### src/rtl/int_execution_unit_pkg.sv
`default_nettype none
// ============================================================================
// Module      : int_execution_unit_pkg
// Description : Shared opcodes, ALU operation enum, result-buffer struct and decoder.
// Revision    : 1.0 - initial release
// ============================================================================
package int_execution_unit_pkg;

    localparam logic [6:0] C_OPC_RTYPE = 7'b0110011;
    localparam logic [6:0] C_OPC_ITYPE = 7'b0010011;
    localparam logic [6:0] C_OPC_LUI   = 7'b0110111;

    typedef enum logic [3:0] {
        ALU_ADD,
        ALU_SUB,
        ALU_SLL,
        ALU_SLT,
        ALU_SLTU,
        ALU_XOR,
        ALU_SRL,
        ALU_SRA,
        ALU_OR,
        ALU_AND,
        ALU_PASS,
        ALU_ZERO
    } alu_op_t;

    typedef struct packed {
        logic        valid;
        logic [5:0]  tag;
        logic [31:0] data;
    } result_buf_t;

    // I-type never subtracts: funct7[5] of an ADDI is immediate bits, not a SUB select.
    function automatic alu_op_t decode_alu_op(
        input logic [6:0] opcode,
        input logic [2:0] funct3,
        input logic       funct7_b5
    );
        alu_op_t op;
        op = ALU_ZERO;
        if (opcode == C_OPC_LUI) begin
            op = ALU_PASS;
        end else if (opcode == C_OPC_RTYPE || opcode == C_OPC_ITYPE) begin
            case (funct3)
                3'b000:  op = (opcode == C_OPC_RTYPE && funct7_b5) ? ALU_SUB : ALU_ADD;
                3'b001:  op = ALU_SLL;
                3'b010:  op = ALU_SLT;
                3'b011:  op = ALU_SLTU;
                3'b100:  op = ALU_XOR;
                3'b101:  op = funct7_b5 ? ALU_SRA : ALU_SRL;
                3'b110:  op = ALU_OR;
                default: op = ALU_AND;
            endcase
        end
        return op;
    endfunction

endpackage
`default_nettype wire

### src/rtl/int_execution_unit_alu.sv
`default_nettype none
// ============================================================================
// Module      : int_alu
// Description : Purely combinational 32-bit integer ALU for R-type, I-type and LUI.
// Revision    : 1.0 - initial release
// ============================================================================
module int_alu
    import int_execution_unit_pkg::*;
(
    input  logic [31:0] rs_data,
    input  logic [31:0] rt_data,
    input  logic [6:0]  opcode,
    input  logic [2:0]  funct3,
    input  logic [6:0]  funct7,
    output logic [31:0] result
);

    alu_op_t     w_op;
    logic [4:0]  w_shamt;
    logic        w_unused_funct7;

    assign w_op            = decode_alu_op(opcode, funct3, funct7[5]);
    assign w_shamt         = rt_data[4:0];
    assign w_unused_funct7 = ^{funct7[6], funct7[4:0]};

    always_comb begin
        result = 32'd0;
        case (w_op)
            ALU_ADD:  result = rs_data + rt_data;
            ALU_SUB:  result = rs_data - rt_data;
            ALU_SLL:  result = rs_data << w_shamt;
            ALU_SLT:  result = {31'd0, $signed(rs_data) < $signed(rt_data)};
            ALU_SLTU: result = {31'd0, rs_data < rt_data};
            ALU_XOR:  result = rs_data ^ rt_data;
            ALU_SRL:  result = rs_data >> w_shamt;
            ALU_SRA:  result = $unsigned($signed(rs_data) >>> w_shamt);
            ALU_OR:   result = rs_data | rt_data;
            ALU_AND:  result = rs_data & rt_data;
            ALU_PASS: result = rt_data;
            default:  result = 32'd0;
        endcase
    end

endmodule
`default_nettype wire

### src/rtl/int_execution_unit.sv
`default_nettype none
// ============================================================================
// Module      : int_execution_unit
// Description : Integer execution unit with a single-entry CDB result buffer.
// Revision    : 1.0 - initial release
// ============================================================================
module int_execution_unit
    import int_execution_unit_pkg::*;
(
    input  logic        clk,
    input  logic        reset,
    input  logic        issueque_ready,
    input  logic [31:0] issueque_rs_data,
    input  logic [31:0] issueque_rt_data,
    input  logic [5:0]  issueque_rd_tag,
    input  logic [6:0]  issueque_opcode,
    input  logic [2:0]  issueque_funct3,
    input  logic [6:0]  issueque_funct7,
    output logic        issueblk_done,
    output logic        int_cdb_req,
    output logic [5:0]  int_cdb_tag,
    output logic [31:0] int_cdb_data,
    input  logic        cdb_grant
);

    result_buf_t r_buf;
    logic [31:0] w_alu_result;

    int_alu u_alu (
        .rs_data (issueque_rs_data),
        .rt_data (issueque_rt_data),
        .opcode  (issueque_opcode),
        .funct3  (issueque_funct3),
        .funct7  (issueque_funct7),
        .result  (w_alu_result)
    );

    // A grant frees the slot in the same cycle, so accept and drain can overlap.
    assign issueblk_done = !reset && issueque_ready && (!r_buf.valid || cdb_grant);

    always_ff @(posedge clk) begin
        if (reset) begin
            r_buf <= '0;
        end else if (issueblk_done) begin
            r_buf <= '{valid: 1'b1, tag: issueque_rd_tag, data: w_alu_result};
        end else if (cdb_grant) begin
            r_buf.valid <= 1'b0;
        end
    end

    assign int_cdb_req  = r_buf.valid;
    assign int_cdb_tag  = r_buf.tag;
    assign int_cdb_data = r_buf.data;

endmodule
`default_nettype wire
### config.mk
export PLATFORM = sky130hd
export DESIGN_NAME = int_execution_unit
export DESIGN_NICKNAME = d
export VERILOG_FILES = /design/src/rtl/int_execution_unit_pkg.sv /design/src/rtl/int_execution_unit_alu.sv /design/src/rtl/int_execution_unit.sv
export SDC_FILE = /design/constraint.sdc
export NUM_CORES = 1
export LEC_CHECK = 0
export CORE_ASPECT_RATIO = 0.7
export CORE_MARGIN = 5
export CORE_UTILIZATION = 30
export DETAILED_ROUTE_END_ITERATION = 7
export GPL_TIMING_DRIVEN = 0
export PLACE_DENSITY = 0.57
export SYNTH_ARGS = -nofsm -noshare
export SYNTH_HDL_FRONTEND = slang
export SYNTH_SLANG_ARGS = --single-unit
### constraint.sdc
create_clock -name clk -period 7.7 [get_ports clk]
set_input_delay 1.54 -clock clk [delete_from_list [all_inputs] [get_ports clk]]
set_output_delay 1.54 -clock clk [all_outputs]
set_load 0.02 [all_outputs]
==> impl_metrics.csv <==
group,metric,value,unit
status,run_status,"finished clean",
place,routabilityCongestion,1.05,
cts,cts.repair_timing.setup_buffer_count,0,
global_routing,overflow,0,
cts,clkSinkCount,39,
place,placement.cell_area,0.0125,sq mm
floorplanning,initial_core_util,30.7,%
floorplanning,die_height,168,microns
logic_synthesis,synth.yosys.seq_area_share,7.29,%
floorplanning,chipWidth,236,microns
sta,max_freq,144,MHz
sta,clock_skew,15.0,ps
place,dp_hpwl,55300,microns
final_layout,diodes,0,
final_layout,mostFrequentLayoutCell,"a21oi_1",
cts,root_buffer,"clkbuf_16",
global_routing,grt_max_degree,15,
route,num_vias,14238,
worst_setup_path,setup.reg_to_reg.worst_slack,4310,ps
route,antenna_left,0,
worst_setup_path,max_stage_delay,600,ps
sta,period_minus_slack,6940,ps
worst_setup_path,cell_repeated_most_along_the_worst_path,"clkbuf_1",
sta,rsz_0062_raised_after_global_routing,"no",
pwr,total_leakage_power,4.81,nW
cts,clock_insertion_delay_worst_skew,330,ps
cts,cts.hold.buffers_added,0,
global_routing,grt_pass1_vias,12951,
logic_synthesis,synth_async_sr_flop_share,0,%
cts,cts-htree-levels,2,
final_layout,area_growth,18.4,%
cts,clk_path_buf_depth,2,
pwr,design_power_total,1.28,mW
logic_synthesis,synth_area,0.0107,sq mm
final_layout,net_total_in_the_final_layout,1881,
route,vias_per_cell,6.59,
sta,fin_tns_setup,0,ps
worst_hold_path,cell_depth_of_the_worst_min_delay_path,2,
worst_setup_path,critical_path_endpoint_category,"flip-flop",
global_routing,grt_first_pass_wirelength,96000,microns
sta,max-slew-margin-rel,10.9,%
cts,cts_bufs_inserted,5,
final_layout,layout-drive-gt1-share,6.76,%
global_routing,grt_antenna_before_repair,1,
worst_setup_path,cp_bufs_invs,6,
place,port_buffers,121,
worst_hold_path,min-delay-start,"int_cdb_tag[3]",
worst_setup_path,reg2regPathDepth,9,
floorplanning,design.die.area,0.0396,sq mm
logic_synthesis,synth.avg_cell_area,6.88,sq um
worst_setup_path,reg2reg_to,"int_cdb_data[15]",
logic_synthesis,ys_dominant_reg_cell,"dfxtp_1",
worst_hold_path,timing.hold.worst_endpoint,"int_cdb_tag[3]",
logic_synthesis,postSynthCellCount,1558,
route,routed_wl,68000,microns
logic_synthesis,yosysUniqueCellTypes,83,
final_layout,final_cell_area,0.0127,sq mm
route,wire_per_inst,31.5,microns
logic_synthesis,synth-seq-cells,39,
final_layout,post-route-util,36.3,%
worst_setup_path,worst-path-max-fanout,11,
worst_setup_path,critical_path_class,"in -> reg",
worst_hold_path,min_path_type,"reg -> reg",
worst_setup_path,crit_required,7920,ps
worst_setup_path,worst_ep_arrival_time,7160,ps
sta,timing_hold_violations_final,0,
logic_synthesis,yosys_warnings,0,
logic_synthesis,synth_edf_count,0,
sta,timing_worst_slew_pin_value,1320,ps
pwr,peakVddDrop,0.0000726,V
logic_synthesis,net_count_synth,1753,
route,drt_first_iter_violations,2357,
logic_synthesis,cell_accounting_for_the_most_synthesized_area,"ha_1",
cts,cts_resized,0,
worst_setup_path,worstSetupStartpointType,"input pin",
worst_setup_path,reg2reg_from,"int_cdb_req",
worst_setup_path,cp_top_family,"buffers and inverters",
logic_synthesis,synth_largest_type_area_fraction,11.9,%
global_routing,globalRouteTotalUtil,32.5,%
sta,final-max-slew-violation-count,0,
sta,report.final.setup_viol,0,
job,timing.max_cap.violations,0,
pwr,power_density,101,mW/mm^2
logic_synthesis,synth_top_cells_by_area,"ha_1, mux4_2, a21oi_1",
sta,fin_crit_sh,90.2,%
floorplanning,core_area,0.0349,sq mm
floorplanning,row_count,57,
route,detailedRoute.firstPassIterationCount,6,
cts,tritoncts_clock_tree,"built",
worst_setup_path,path_cells,"clkdlybuf4s50_1, clkbuf_1, inv_1, clkbuf_1, clkbuf_1, ha_1, inv_1, a221oi_2, a221oi_1, nor2_1, o211ai_1, a211oi_2, o21ai_0, or4_1, a311o_1, o41ai_1",
cts,clock_edge_transition_at_the_registers_on_the_reported_setup_and_hold_paths,80,ps
worst_setup_path,crit_slowest_cell,"clkbuf_1",
final_layout,layout.cells.most_common_list,"a21oi_1, nor2_1, nand2_1",
floorplanning,io_pins,131,
route,post-route-drc-count,0,
routing by layer:
metal / global-route usage, % / wire (microns) / up-vias
met4: 8.80 / 2370 / 2
met5: 0 / 17 / -
met1: 48.0 / 29600 / 6935
li1: - / - / 6035
met3: 9.52 / 9290 / 136
met2: 45.7 / 26800 / 1130
how the worst max path moves through the flow:
| stage | startpoint | to | slack, ps | cells after the start |
|---|---|---|---|---|
| final | issueque_rt_data[3] | int_cdb_data[31] | 760 | 16 |
| after global routing | issueque_rt_data[3] | int_cdb_data[31] | 540 | 16 |
| after CTS | issueque_rt_data[2] | int_cdb_data[0] | 1020 | 17 |
| after detailed placement | issueque_rt_data[2] | int_cdb_data[0] | 710 | 17 |
| after global placement | issueque_rt_data[2] | int_cdb_data[0] | 680 | 17 |
| after floorplan | issueque_rt_data[2] | int_cdb_data[29] | 2690 | 16 |
tightest hold or removal path: stages (launching register included):
cell and delay [ps]:
dfxtp_1 310, nand2_1 50, a21oi_1 50
per-stage QoR:
step / setup WS [ps] / hold WS (ps) / instances
2_1_floorplan: 2690 / 535 / 1558
3_3_place_gp: 683 / 439 / 2151
3_5_place_dp: 709 / 447 / 2151
4_1_cts: 1020 / 456 / 2159
5_1_grt: 535 / 479 / 2159
6_report: 755 / 455 / 2159
where the power goes:
group          internal (mW)  switching, mW  leakage (nW)
clock network          0.155          0.118        0.0844
logic                  0.265          0.541          4.41
registers              0.204        0.00109         0.315
Yosys cell counts, types with 4 or more instances:
| cell | number |
|---|---|
| xor2_1 | 4 |
| a222oi_1 | 12 |
| a211oi_1 | 27 |
| o221ai_1 | 6 |
| a31o_2 | 4 |
| nand2_1 | 154 |
| o311ai_0 | 4 |
| a221o_1 | 7 |
| dfxtp_1 | 39 |
| nand4b_1 | 4 |
| and2_1 | 6 |
| a31oi_1 | 19 |
| buf_2 | 24 |
| nand4_1 | 6 |
| a22oi_1 | 15 |
| o21a_1 | 4 |
| o211ai_1 | 28 |
| mux4_2 | 42 |
| mux2_2 | 15 |
| o22ai_1 | 11 |
| o41ai_1 | 4 |
| a21o_1 | 11 |
| o21ai_0 | 119 |
| nor4_1 | 9 |
| nor3_1 | 43 |
| o31ai_1 | 18 |
| clkbuf_1 | 83 |
| inv_1 | 101 |
| nand2b_1 | 19 |
| mux2i_1 | 57 |
| ha_1 | 102 |
| or3_1 | 13 |
| a221oi_1 | 26 |
| xnor2_1 | 24 |
| nor2_1 | 172 |
| buf_1 | 14 |
| nand3_1 | 36 |
| a21oi_1 | 187 |
| o21bai_1 | 15 |
cell type report:
| type | instances | area (sq um) |
|---|---|---|
| buffer | 123 | 503 |
| inverter | 102 | 383 |
| tap | 472 | 591 |
| clock inverter | 3 | 47.5 |
| timing repair buffer | 121 | 1210 |
| fill | 3869 | 22300 |
| clock buffer | 5 | 125 |
| multi-input combinational | 1294 | 9050 |
| sequential | 39 | 781 |
flip-flops by register name, summed over array words and instances, names as in the netlist:
signal,cells
int_cdb_data,32
int_cdb_req,1
int_cdb_tag,6
logic make-up after synthesis:
logic type | count (synthesis) | share of synthesized area [%]
AO/OA/AOI/OAI | 562 | 33.8
XOR/XNOR | 28 | 2.29
adder cells (fa/ha/maj) | 104 | 12.3
buffers and inverters | 225 | 8.27
flip-flops | 39 | 7.29
multiplexers | 114 | 15.7
AND/OR/NAND/NOR | 486 | 20.3
(Power assumes the default switching activity.)
